--- src/rtl/digital_edge_generator.sv ---
// Register-configured delayed edge/pulse generator with an armed trigger FSM.
// Define DIGITAL_EDGE_GENERATOR_COUNT_EN to add the saturating fire counter.
module digital_edge_generator #(
    parameter int DELAY_W = 32,
    parameter int WIDTH_W = 16
) (
    input  logic        clk_usb,
    input  logic        reset,
    input  logic [7:0]  reg_cmd,
    input  logic [15:0] reg_bytecount,
    input  logic [7:0]  reg_data_in,
    output logic [7:0]  reg_data_out,
    input  logic        reg_read,
    input  logic        reg_write,
    input  logic        trigger_in,
    output logic        signal_out,
    output logic        busy
);
    localparam logic [7:0] CMD_CFG    = 8'h40;
    localparam logic [7:0] CMD_DELAY  = 8'h41;
    localparam logic [7:0] CMD_WIDTH  = 8'h42;
    localparam logic [7:0] CMD_STATUS = 8'h43;
    localparam logic [7:0] CMD_COUNT  = 8'h44;
    localparam int DELAY_B = DELAY_W / 8;
    localparam int WIDTH_B = WIDTH_W / 8;
    localparam int CNT_W   = (DELAY_W > WIDTH_W) ? DELAY_W : WIDTH_W;

    typedef enum logic [1:0] {ST_IDLE, ST_ARMED, ST_DELAY, ST_PULSE} state_t;

    state_t               state_q, state_d;
    logic [7:0]           cfg_q, cfg_d;
    logic [DELAY_W-1:0]   delay_q, delay_d;
    logic [WIDTH_W-1:0]   width_q, width_d;
    logic [WIDTH_W-1:0]   wlat_q, wlat_d;
    logic [CNT_W-1:0]     cnt_q, cnt_d;
    logic                 done_q, done_d;
    logic                 sig_q;
    logic [31:0]          bidx;
    logic                 wr_cfg;
    logic [CNT_W-1:0]     len_now, len_lat;

`ifdef DIGITAL_EDGE_GENERATOR_COUNT_EN
    logic [15:0]          fire_cnt_q;
`endif

    assign bidx    = 32'(reg_bytecount);
    assign wr_cfg  = reg_write && (reg_cmd == CMD_CFG) && (bidx == 32'd0);
    // A zero width still produces a single-cycle pulse.
    assign len_now = (width_q == '0) ? CNT_W'(1) : CNT_W'(width_q);
    assign len_lat = (wlat_q == '0) ? CNT_W'(1) : CNT_W'(wlat_q);
    assign busy       = (state_q == ST_DELAY) || (state_q == ST_PULSE);
    assign signal_out = sig_q;

    always_comb begin
        delay_d = delay_q;
        width_d = width_q;
        for (int i = 0; i < DELAY_B; i++) begin
            if (reg_write && (reg_cmd == CMD_DELAY) && (bidx == 32'(i)))
                delay_d[i*8 +: 8] = reg_data_in;
        end
        for (int i = 0; i < WIDTH_B; i++) begin
            if (reg_write && (reg_cmd == CMD_WIDTH) && (bidx == 32'(i)))
                width_d[i*8 +: 8] = reg_data_in;
        end
    end

    always_comb begin
        state_d = state_q;
        cfg_d   = cfg_q;
        cnt_d   = cnt_q;
        wlat_d  = wlat_q;
        done_d  = done_q;
        case (state_q)
            ST_IDLE: begin
                if (cfg_q[1]) state_d = ST_ARMED;
            end
            ST_ARMED: begin
                if (trigger_in) begin
                    // Width is captured here so later writes only affect the next firing.
                    wlat_d = width_q;
                    if (delay_q == '0) begin
                        state_d = ST_PULSE;
                        cnt_d   = len_now;
                    end else begin
                        state_d = ST_DELAY;
                        cnt_d   = CNT_W'(delay_q);
                    end
                end
            end
            ST_DELAY: begin
                if (cnt_q == CNT_W'(1)) begin
                    state_d = ST_PULSE;
                    cnt_d   = len_lat;
                end else begin
                    cnt_d = cnt_q - CNT_W'(1);
                end
            end
            ST_PULSE: begin
                if (cnt_q == CNT_W'(1)) begin
                    done_d = 1'b1;
                    if (cfg_q[2]) begin
                        state_d = ST_ARMED;
                    end else begin
                        state_d  = ST_IDLE;
                        cfg_d[1] = 1'b0;
                    end
                end else begin
                    cnt_d = cnt_q - CNT_W'(1);
                end
            end
            default: state_d = ST_IDLE;
        endcase
        // A CFG write wins over both trigger and pulse completion.
        if (wr_cfg) begin
            cfg_d  = reg_data_in;
            done_d = 1'b0;
            if (!reg_data_in[1]) begin
                state_d = ST_IDLE;
            end else if (state_q == ST_ARMED) begin
                state_d = ST_ARMED;
                cnt_d   = cnt_q;
                wlat_d  = wlat_q;
            end
        end
    end

    always_ff @(posedge clk_usb or posedge reset) begin
        if (reset) begin
            state_q <= ST_IDLE;
            cfg_q   <= '0;
            delay_q <= '0;
            width_q <= '0;
            wlat_q  <= '0;
            cnt_q   <= '0;
            done_q  <= 1'b0;
            sig_q   <= 1'b0;
        end else begin
            state_q <= state_d;
            cfg_q   <= cfg_d;
            delay_q <= delay_d;
            width_q <= width_d;
            wlat_q  <= wlat_d;
            cnt_q   <= cnt_d;
            done_q  <= done_d;
            sig_q   <= cfg_q[0] ^ (state_q == ST_PULSE);
        end
    end

`ifdef DIGITAL_EDGE_GENERATOR_COUNT_EN
    always_ff @(posedge clk_usb or posedge reset) begin
        if (reset)
            fire_cnt_q <= '0;
        else if (reg_write && (reg_cmd == CMD_COUNT))
            fire_cnt_q <= '0;
        else if ((state_d == ST_PULSE) && (state_q != ST_PULSE) && (fire_cnt_q != 16'hFFFF))
            fire_cnt_q <= fire_cnt_q + 16'd1;
    end
`endif

    always_comb begin
        reg_data_out = 8'd0;
        if (reg_read) begin
            case (reg_cmd)
                CMD_CFG: begin
                    if (bidx == 32'd0) reg_data_out = cfg_q;
                end
                CMD_DELAY: begin
                    for (int i = 0; i < DELAY_B; i++)
                        if (bidx == 32'(i)) reg_data_out = delay_q[i*8 +: 8];
                end
                CMD_WIDTH: begin
                    for (int i = 0; i < WIDTH_B; i++)
                        if (bidx == 32'(i)) reg_data_out = width_q[i*8 +: 8];
                end
                CMD_STATUS: begin
                    if (bidx == 32'd0) reg_data_out = {5'b0, done_q, busy, state_q == ST_ARMED};
                end
                CMD_COUNT: begin
`ifdef DIGITAL_EDGE_GENERATOR_COUNT_EN
                    if (bidx == 32'd0) reg_data_out = fire_cnt_q[7:0];
                    else if (bidx == 32'd1) reg_data_out = fire_cnt_q[15:8];
`endif
                end
                default: reg_data_out = 8'd0;
            endcase
        end
    end

endmodule

--- config.mk ---
export PLATFORM = sky130hd
export DESIGN_NAME = digital_edge_generator
export DESIGN_NICKNAME = d
export VERILOG_FILES = /design/src/rtl/digital_edge_generator.sv
export SDC_FILE = /design/constraint.sdc
export NUM_CORES = 1
export LEC_CHECK = 0
export CAP_MARGIN = 20
export CORE_UTILIZATION = 55
export DETAILED_ROUTE_END_ITERATION = 16
export GPL_TIMING_DRIVEN = 0
export PLACE_DENSITY = 0.76
export SLEW_MARGIN = 5
export SYNTH_ARGS = -nofsm -noshare
export SYNTH_HDL_FRONTEND = slang
export SYNTH_SLANG_ARGS = --single-unit
--- constraint.sdc ---
create_clock -name clk_usb -period 5.4 [get_ports clk_usb]
set_input_delay 1.08 -clock clk_usb [delete_from_list [all_inputs] [get_ports clk_usb]]
set_output_delay 1.08 -clock clk_usb [all_outputs]
set_load 0.005 [all_outputs]
==> results of run 1 <==
-- flip-flops by register name (all words and copies together), names as in the netlist --
signal,count
width_q,16
done_q,1
delay_q,32
state_q,2
cnt_q,32
signal_out,1
wlat_q,16
cfg_q,8
-- logic make-up after synthesis --
group | Yosys count
AO/OA/AOI/OAI | 182
multiplexers | 69
flip-flops | 108
adder cells (fa/ha/maj) | 2
AND/OR/NAND/NOR | 199
buffers and inverters | 57
XOR/XNOR | 1
-- how the worst min path moves through the flow --
stage / cells after the start / slack, ns / to / start
after CTS: 2 / 0.50 / cfg_q[4]$_DFFE_PP0P_ / cfg_q[4]$_DFFE_PP0P_
after global placement: 2 / 0.46 / cfg_q[6]$_DFFE_PP0P_ / cfg_q[6]$_DFFE_PP0P_
after floorplan: 2 / 0.44 / cfg_q[3]$_DFFE_PP0P_ / cfg_q[3]$_DFFE_PP0P_
after detailed placement: 2 / 0.47 / cfg_q[4]$_DFFE_PP0P_ / cfg_q[4]$_DFFE_PP0P_
after global routing: 2 / 0.53 / cfg_q[3]$_DFFE_PP0P_ / cfg_q[3]$_DFFE_PP0P_
final: 2 / 0.49 / cfg_q[4]$_DFFE_PP0P_ / cfg_q[4]$_DFFE_PP0P_
-- cell type report --
| class | count | area (um2) | share of cell area |
|---|---|---|---|
| multi-input combinational | 453 | 3160 | 0.455 |
| clock buffer | 9 | 124 | 0.0178 |
| tap | 140 | 175 | 0.0252 |
| buffer | 34 | 161 | 0.0232 |
| timing repair buffer | 45 | 468 | 0.0673 |
| clock inverter | 7 | 72.6 | 0.0104 |
| inverter | 23 | 88.8 | 0.0128 |
| sequential | 108 | 2700 | 0.388 |
-- through the flow --
step,area [um2],total power [mW],instances,setup TNS [ns],util
after floorplan,6110,0.856,618,0,-
after global placement,6730,0.898,802,-2.48,0.621
after detailed placement,6760,0.903,803,0,0.624
after CTS,6960,1.40,819,0,0.642
after global routing,6960,1.43,819,0,0.642
final,6960,1.39,819,0,0.642
-- where the power goes --
group | switching, mW | total, mW | internal (mW)
Sequential | 0.00134 | 0.810 | 0.809
Clock | 0.318 | 0.501 | 0.183
Combinational | 0.0453 | 0.0768 | 0.0315
Total | 0.364 | 1.39 | 1.02
-- worst register-to-register path: cells and delay by family, from the launching register on --
family                   cells  cell delay, ns
adder cells (fa/ha/maj)      1            0.22
flip-flops                   1            0.44
buffers and inverters        1            0.10
AND/OR/NAND/NOR              4            1.60
AO/OA/AOI/OAI                2            0.33
-- layout by cell type, fill, tap and decap left out, drive strengths merged, types with 25 or more instances in the layout --
master	instances
dfrtp	108
o21ai	67
nor3	25
mux2	59
a21oi	27
clkbuf	25
nor4	34
nand2	46
inv	28
nor2	45
clkdlybuf4s50	44
-- routing by layer --
metal / vias up / wire [um] / global-route usage
met5: - / 0 / 0
met4: 0 / 810 / 0.146
met3: 69 / 1540 / 0.0726
met2: 310 / 8480 / 0.539
met1: 2676 / 7440 / 0.445
li1: 2453 / - / -
==> flow_summary.toml, run 1 <==
[grt]
antenna_found_initial = 0
grt_max_degree = 60
grt.overflow.total = 0
grt_pass1_wl_um = 29100
track_usage = 0.338
grt_pass1_vias = 5255

[worst_setup_path]
reg2reg_from = "cnt_q[0]$_DFFE_PP0P_"
cp_max_fo = 10
timing.critical_path.slowest_stage_cell = "or4_1"
cp-endpoint = "reg_data_out[7]"
rrSetupSlack_ns = 2.63
crit_path_start_kind = "primary input"
cp-startpoint = "reg_bytecount[3]"
r2r_end = "cnt_q[22]$_DFFE_PP0P_"
r2r_cells = 8
arrival_ns = 4.12
crit_path_max_incr_delay_ns = 0.60
worstSetupPathType = "in2out"
cp.depth = 8
cpMostUsedCell = "clkdlybuf4s50_1"
cp.required_ns = 4.32
worst_path_dominant_cell_family = "simple AND/OR/NAND/NOR gates"
endpoint_kind = "primary output"
crit_path_cell_trace = "clkdlybuf4s50_1 -> nor4_1 -> nand4_2 -> or4_1 -> clkbuf_2 -> o32ai_1 -> a21o_1 -> clkdlybuf4s50_1"
critPathBufInv = 3

[sta]
worst_slack_ns = 0.196
slew_headroom = 0.407
hold_viol_final = 0
rsz0062_at_grt = "false"
setup_viol = 0
slew_viol_final = 0
worstMarginPinSlew_ns = 0.882
finClkSkew_ns = 0.0196
period_share = 0.964
fin_crit_ns = 5.20
fin_worst_hold_slack_ns = 0.489
fmax_mhz = 192

[logic_synthesis]
yosys-mux-area-fraction = 0.125
synth.avg_cell_area_um2 = 9.89
syn_area_um2 = 6110
ys_seq_area_frac = 0.442
syn_inst = 618
mappedNetlistNets = 657
synth_top_family_by_area = "compound AO/OA/AOI/OAI gates"
yosysUniqueCellTypes = 64
synth_area_leaders = "dfrtp_1, mux2_2, o21ai_0"
async_flop_share = 1.00
yosysMostFrequentCell = "dfrtp_1"
yosysTopAreaCell = "dfrtp_1"
synth_fa_ha_area_frac = 0.00409
synthFlopType = "dfrtp_1"
ys_ff_latch = 108
synth_compound_area_frac = 0.198
synth_simple_gate_area_frac = 0.189
yosysWarnings = 0
synth_xor_area_frac = 0.00143
synthTopCellsByCount = "dfrtp_1, mux2_2, o21ai_0"
netlist.area_leader.share = 0.442
synth-edff-count = 0

[floorplanning]
fp.dieW_um = 107
die-area_um2 = 11500
io_pins = 47
start_util = 0.564
die_h_um = 107
num_rows = 38
core_um2 = 10800

[drt]
dr_total_vias = 5508
avgViaCountPerCell = 6.73
ant_nets = 0
wl_per_cell_um = 22.3
dr.pass1.iters = 5
drc_errors = 0
drt_iter0_markers = 509
wirelength_um = 18300

[power_and_ir_drop]
peakVddDrop_uv = 197
power_density_nw_per_um2 = 200
p_leak_nw = 2.89

[clocking]
cts_sinks = 108
cts_resized = 0
cts_hold_buf = 0
cts_tree = "built"
h-tree-depth = 3
worst_skew_pair.late_latency_ns = 0.40
post-cts-setup-buffers = 0
cts_buffers = 9
clk_path_buf_depth = 2
cts.clk_slew.worst_paths_ns = 0.12
cts_root_buffer = "clkbuf_8"

[placement]
gp_congestion = 0.964
place_ws_ns = 0.185
hpwl_um = 13600
port_buffers = 44

[final_layout]
area_delta_synth_final_pct = 13.8
fillers = 910
drive_gt1_frac = 0.177
insertedDiodeCount = 0
final_nets = 713

[run_status]
status = "finished clean"

[job]
drv_cap = 0

[min_path]
hp-class = "reg2reg"
Note: power is estimated with default switching activity, not from simulation.
==> inputs of run 2 (changes only) <==
Settings changed: CORE_UTILIZATION 55 to 60, PLACE_DENSITY 0.76 to 0.82.
==> flow_summary.toml, run 2 (synthesized netlist as in run 1, its figures left out) <==
[run_status]
status = "finished clean"

[power_and_ir_drop]
p_clk_frac = 0.357
peakVddDrop_uv = 300
power_density_nw_per_um2 = 199
seqPwrFrac = 0.587
pwr-share-comb = 0.055
power_mw = 1.38
swShare = 0.261
power_switching_uw = 361
p_leak_nw = 2.89
power.internal_mw = 1.02

[final_layout]
insertedDiodeCount = 0
final_common_cell = "dfrtp_1"
multi_input_area_um2 = 3160
seq_area_um2 = 2700
final_cell_mix = "dfrtp_1, mux2_2, o21ai_0, nor2_1, nand2_1"
final_cell_area_um2 = 6940
final_nets = 713
area_delta_synth_final_pct = 13.5
drive_gt1_frac = 0.177
biggestRegsByFlops = "cnt_q (32), delay_q (32)"
fillers = 793

[sta]
worstMarginPinSlew_ns = 0.861
hold_viol_final = 0
worst_slack_ns = 0.231
period_share = 0.957
fmax_mhz = 193
rsz0062_at_grt = "false"
fin_crit_ns = 5.17
slew_headroom = 0.421
finClkSkew_ns = 0.0128
finalSetupTns_ns = 0
slew_viol_final = 0
setup_viol = 0

[grt]
grt_pass1_wl_um = 28400
grt_max_degree = 60
grt_use_met1 = 0.467
track_usage = 0.365
grt_pass1_vias = 5306
use_met2 = 0.577
grt.busiest_layer = "met2"
antenna_found_initial = 0
grt_util_met3 = 0.0983
grt.overflow.total = 0

[floorplanning]
fp.dieW_um = 103
num_rows = 36
start_util = 0.623
core_um2 = 9820
die_h_um = 103
die-area_um2 = 10600
io_pins = 47

[placement]
place_ws_ns = 0.249
dpl_cell_area_um2 = 6750
port_buffers = 44
hpwl_um = 13600
gp_congestion = 1.04

[drt]
wl_per_cell_um = 22.4
ant_nets = 0
drc_errors = 0
avgViaCountPerCell = 6.87
wirelength_um = 18200
dr_total_vias = 5580
drt_iter0_markers = 566
dr.pass1.iters = 5

[clocking]
cts_sinks = 108
clk_path_buf_depth = 2
worst_skew_pair.late_latency_ns = 0.40
post-cts-setup-buffers = 0
cts.clk_slew.worst_paths_ns = 0.11
cts_root_buffer = "clkbuf_8"
cts_hold_buf = 0
cts_tree = "built"
h-tree-depth = 3
cts_resized = 0
cts_buffers = 9

[worst_setup_path]
arrival_ns = 4.09
cp.required_ns = 4.32
rrSetupSlack_ns = 2.57
cp_max_fo = 10
endpoint_kind = "primary output"
crit_path_start_kind = "primary input"
worstSetupPathType = "in2out"

[min_path]
hp-class = "reg2reg"

[job]
drv_cap = 0
run 2: per-stage QoR:
step	utilization	instances	hold slack, ns
2_1_floorplan	-	618	0.439
3_3_place_gp	0.685	795	0.457
3_5_place_dp	0.688	796	0.476
4_1_cts	0.707	812	0.501
5_1_grt	0.707	812	0.509
6_report	0.707	812	0.502
run 2: cell type report:
class,instances,area share
clock buffers,9,0.0178
inverters,23,0.0128
clock inverters,7,0.00937
flip-flops and latches,108,0.389
multi-input cells,453,0.456
well taps,133,0.0240
plain buffers,34,0.0233
repair buffers,45,0.0674
run 2: layer usage:
metal / up-vias / share of wire
met5: - / 0
met2: 353 / 0.47
li1: 2448 / -
met1: 2711 / 0.38
met3: 68 / 0.10
met4: 0 / 0.045
run 2: power by group through the flow:
| stage | logic (mW) | clock network, mW | registers, mW |
|---|---|---|---|
| global route | 0.0826 | 0.533 | 0.811 |
| global placement | 0.0711 | 0 | 0.826 |
| finish | 0.0765 | 0.493 | 0.810 |
| floorplan | 0.0297 | 0 | 0.826 |
| CTS | 0.0766 | 0.498 | 0.810 |
| detailed placement | 0.0768 | 0 | 0.826 |
run 2: worst paths after layout:
| kind | start | to | depth (start not counted) |
|---|---|---|---|
| setup / recovery | reg_bytecount[6] | reg_data_out[1] | 8 |
| setup reg to reg | cnt_q[0]$_DFFE_PP0P_ | cnt_q[22]$_DFFE_PP0P_ | 8 |
| hold reg to reg | cfg_q[4]$_DFFE_PP0P_ | cfg_q[4]$_DFFE_PP0P_ | 2 |
| min in group asynchronous | reset | delay_q[13]$_DFFE_PP0P_ | 2 |
| max in group asynchronous | reset | cnt_q[26]$_DFFE_PP0P_ | 3 |
| hold / removal | cfg_q[4]$_DFFE_PP0P_ | cfg_q[4]$_DFFE_PP0P_ | 2 |
run 2: worst max-delay path: stages:
cell             delay (ns)
clkdlybuf4s50_1        0.41
nor4_1                 0.35
nand4_2                0.39
or4_1                  0.61
clkbuf_2               0.18
or3_1                  0.42
o221ai_1               0.09
clkdlybuf4s50_1        0.55
==> inputs of run 3 (changes only) <==
Settings changed: CORE_UTILIZATION 60 to 53, PLACE_DENSITY 0.82 to 0.76.
Clock period 5.4 ns to 4.2 ns, I/O delays scaled along.
==> flow_summary.toml, run 3 (synthesized netlist as in run 1, its figures left out) <==
[clocking]
cts_tree = "built"
cts_buffers = 9
cts_sinks = 108
h-tree-depth = 3
worst_skew_pair.late_latency_ns = 0.37
cts.clk_slew.worst_paths_ns = 0.08
cts_root_buffer = "clkbuf_16"
clk_path_buf_depth = 2
cts_hold_buf = 0

[sta]
hold_viol_final = 0
rsz0062_at_grt = "true"
fin_crit_ns = 4.12
finalSetupTns_ns = 0
worst_slack_ns = 0.0804
worstMarginPinSlew_ns = 0.908
finClkSkew_ns = 0.0121
period_share = 0.981
slew_viol_final = 0
setup_viol = 0
slew_headroom = 0.389
fmax_mhz = 243

[power_and_ir_drop]
seqPwrFrac = 0.511
p_clk_frac = 0.437
p_leak_nw = 3.02
power_density_nw_per_um2 = 280
peakVddDrop_uv = 411
power.internal_mw = 1.51
power_mw = 2.04
swShare = 0.257
power_switching_uw = 523
pwr-share-comb = 0.051

[grt]
grt_util_met3 = 0.0800
grt.busiest_layer = "met2"
grt_pass1_vias = 5406
antenna_found_initial = 0
track_usage = 0.337
grt_max_degree = 56
grt.overflow.total = 0
use_met2 = 0.533
grt_pass1_wl_um = 29800
grt_use_met1 = 0.437

[worst_setup_path]
worstSetupPathType = "in2out"
cp.required_ns = 3.36
crit_path_start_kind = "primary input"
crit_path_max_incr_delay_ns = 0.49
endpoint_kind = "primary output"
crit_path_cell_trace = "clkdlybuf4s50_1 -> nor4_4 -> nand3_2 -> or4_1 -> buf_6 -> o32ai_2 -> a21o_1 -> clkdlybuf4s50_1"
cp_max_fo = 8
timing.critical_path.slowest_stage_cell = "or4_1"
cpMostUsedCell = "clkdlybuf4s50_1"
arrival_ns = 3.28

[placement]
gp_congestion = 0.965
place_inst = 803
dpl_cell_area_um2 = 6760
place_ws_ns = -0.441
hpwl_um = 13600
port_buffers = 44

[drt]
ant_nets = 0
dr.pass1.iters = 5
avgViaCountPerCell = 6.74
dr_total_vias = 5584
wl_per_cell_um = 23.2
drt_iter0_markers = 602
wirelength_um = 19200
drc_errors = 0

[floorplanning]
io_pins = 47
num_rows = 38
start_util = 0.554
die_h_um = 109
fp.dieW_um = 109
core_um2 = 11000
die-area_um2 = 12000

[final_layout]
insertedDiodeCount = 0
final_cell_area_um2 = 7280
drive_gt1_frac = 0.212
area_delta_synth_final_pct = 19.1
final_cell_mix = "dfrtp_1, mux2_2, o21ai_0, nand2_1"
final_common_cell = "dfrtp_1"
final_nets = 722
biggestRegsByFlops = "cnt_q (32), delay_q (32)"
fin_cells = 828

[job]
drv_cap = 0

[run_status]
status = "finished clean"

[min_path]
hp-class = "reg2reg"
## run 3: cell types whose count changed in the layout (fill, tap and decap cells not counted), moves of 3 or more
| cell | before | now |
|---|---|---|
| buf_4 | 2 | 11 |
| clkbuf_16 | 0 | 9 |
| clkbuf_8 | 9 | 0 |
| o32ai_1 | 8 | 3 |
| inv_6 | 4 | 0 |
| nor2_1 | 45 | 41 |
| clkdlybuf4s50_1 | 44 | 41 |
| dlygate4sd2_1 | 0 | 3 |
| inv_8 | 0 | 3 |
| nor2_2 | 0 | 3 |
| nor4_1 | 23 | 20 |
| o32ai_4 | 0 | 3 |
## run 3: final timing paths
check	endpoint	slack (ns)	from	cells after the start
worst max register to register	cnt_q[22]$_DFFE_PP0P_	1.40	cnt_q[0]$_DFFE_PP0P_	8
worst min register to register	cfg_q[3]$_DFFE_PP0P_	0.48	cfg_q[3]$_DFFE_PP0P_	2
worst min-delay path	cfg_q[3]$_DFFE_PP0P_	0.48	cfg_q[3]$_DFFE_PP0P_	2
min in group asynchronous	width_q[3]$_DFFE_PP0P_	0.91	reset	2
max in group asynchronous	cnt_q[22]$_DFFE_PP0P_	2.57	reset	3
worst max-delay path	reg_data_out[6]	0.08	reg_cmd[4]	8
## run 3: area by class of cell
class,instances,area [um2]
buffer,34,169
clock buffer,9,225
clock inverter,7,91.3
fill,865,3750
inverter,23,88.8
multi-input combinational,453,3300
sequential,108,2700
tap,140,175
timing repair buffer,54,532
## run 3: power by group through the flow
| stage | clock [mW] | combinational, mW | sequential [mW] |
|---|---|---|---|
| after floorplan | 0 | 0.0381 | 1.06 |
| after global placement | 0 | 0.0921 | 1.06 |
| after detailed placement | 0 | 0.0984 | 1.06 |
| after CTS | 0.895 | 0.100 | 1.04 |
| after global routing | 0.935 | 0.114 | 1.04 |
| final | 0.890 | 0.105 | 1.04 |
## run 3: routing by layer
metal / wire length (um) / up-vias
met3: 1570 / 80
met2: 8850 / 323
met1: 7880 / 2707
met4: 914 / 0
met5: 0 / -
li1: - / 2474
## run 3: repair_timing
action / in CTS / in global routing
endpoints found under the setup margin: 8 / 5
pin swaps: 2 / 7
gates resized for setup: 7 / 21
setup buffers: 2 / 7
## run 3: stage by stage
stage	hold WS [ns]	util
floorplan	0.439	-
global placement	0.456	0.610
detailed placement	0.460	0.613
CTS	0.480	0.645
global route	0.496	0.660
finish	0.482	0.660
## run 3: worst max-delay path, delay by kind of cell
| kind | cells | cell delay [ns] |
|---|---|---|
| simple gates | 3 | 0.92 |
| compound gates | 2 | 0.40 |
| buf+inv | 3 | 1.11 |
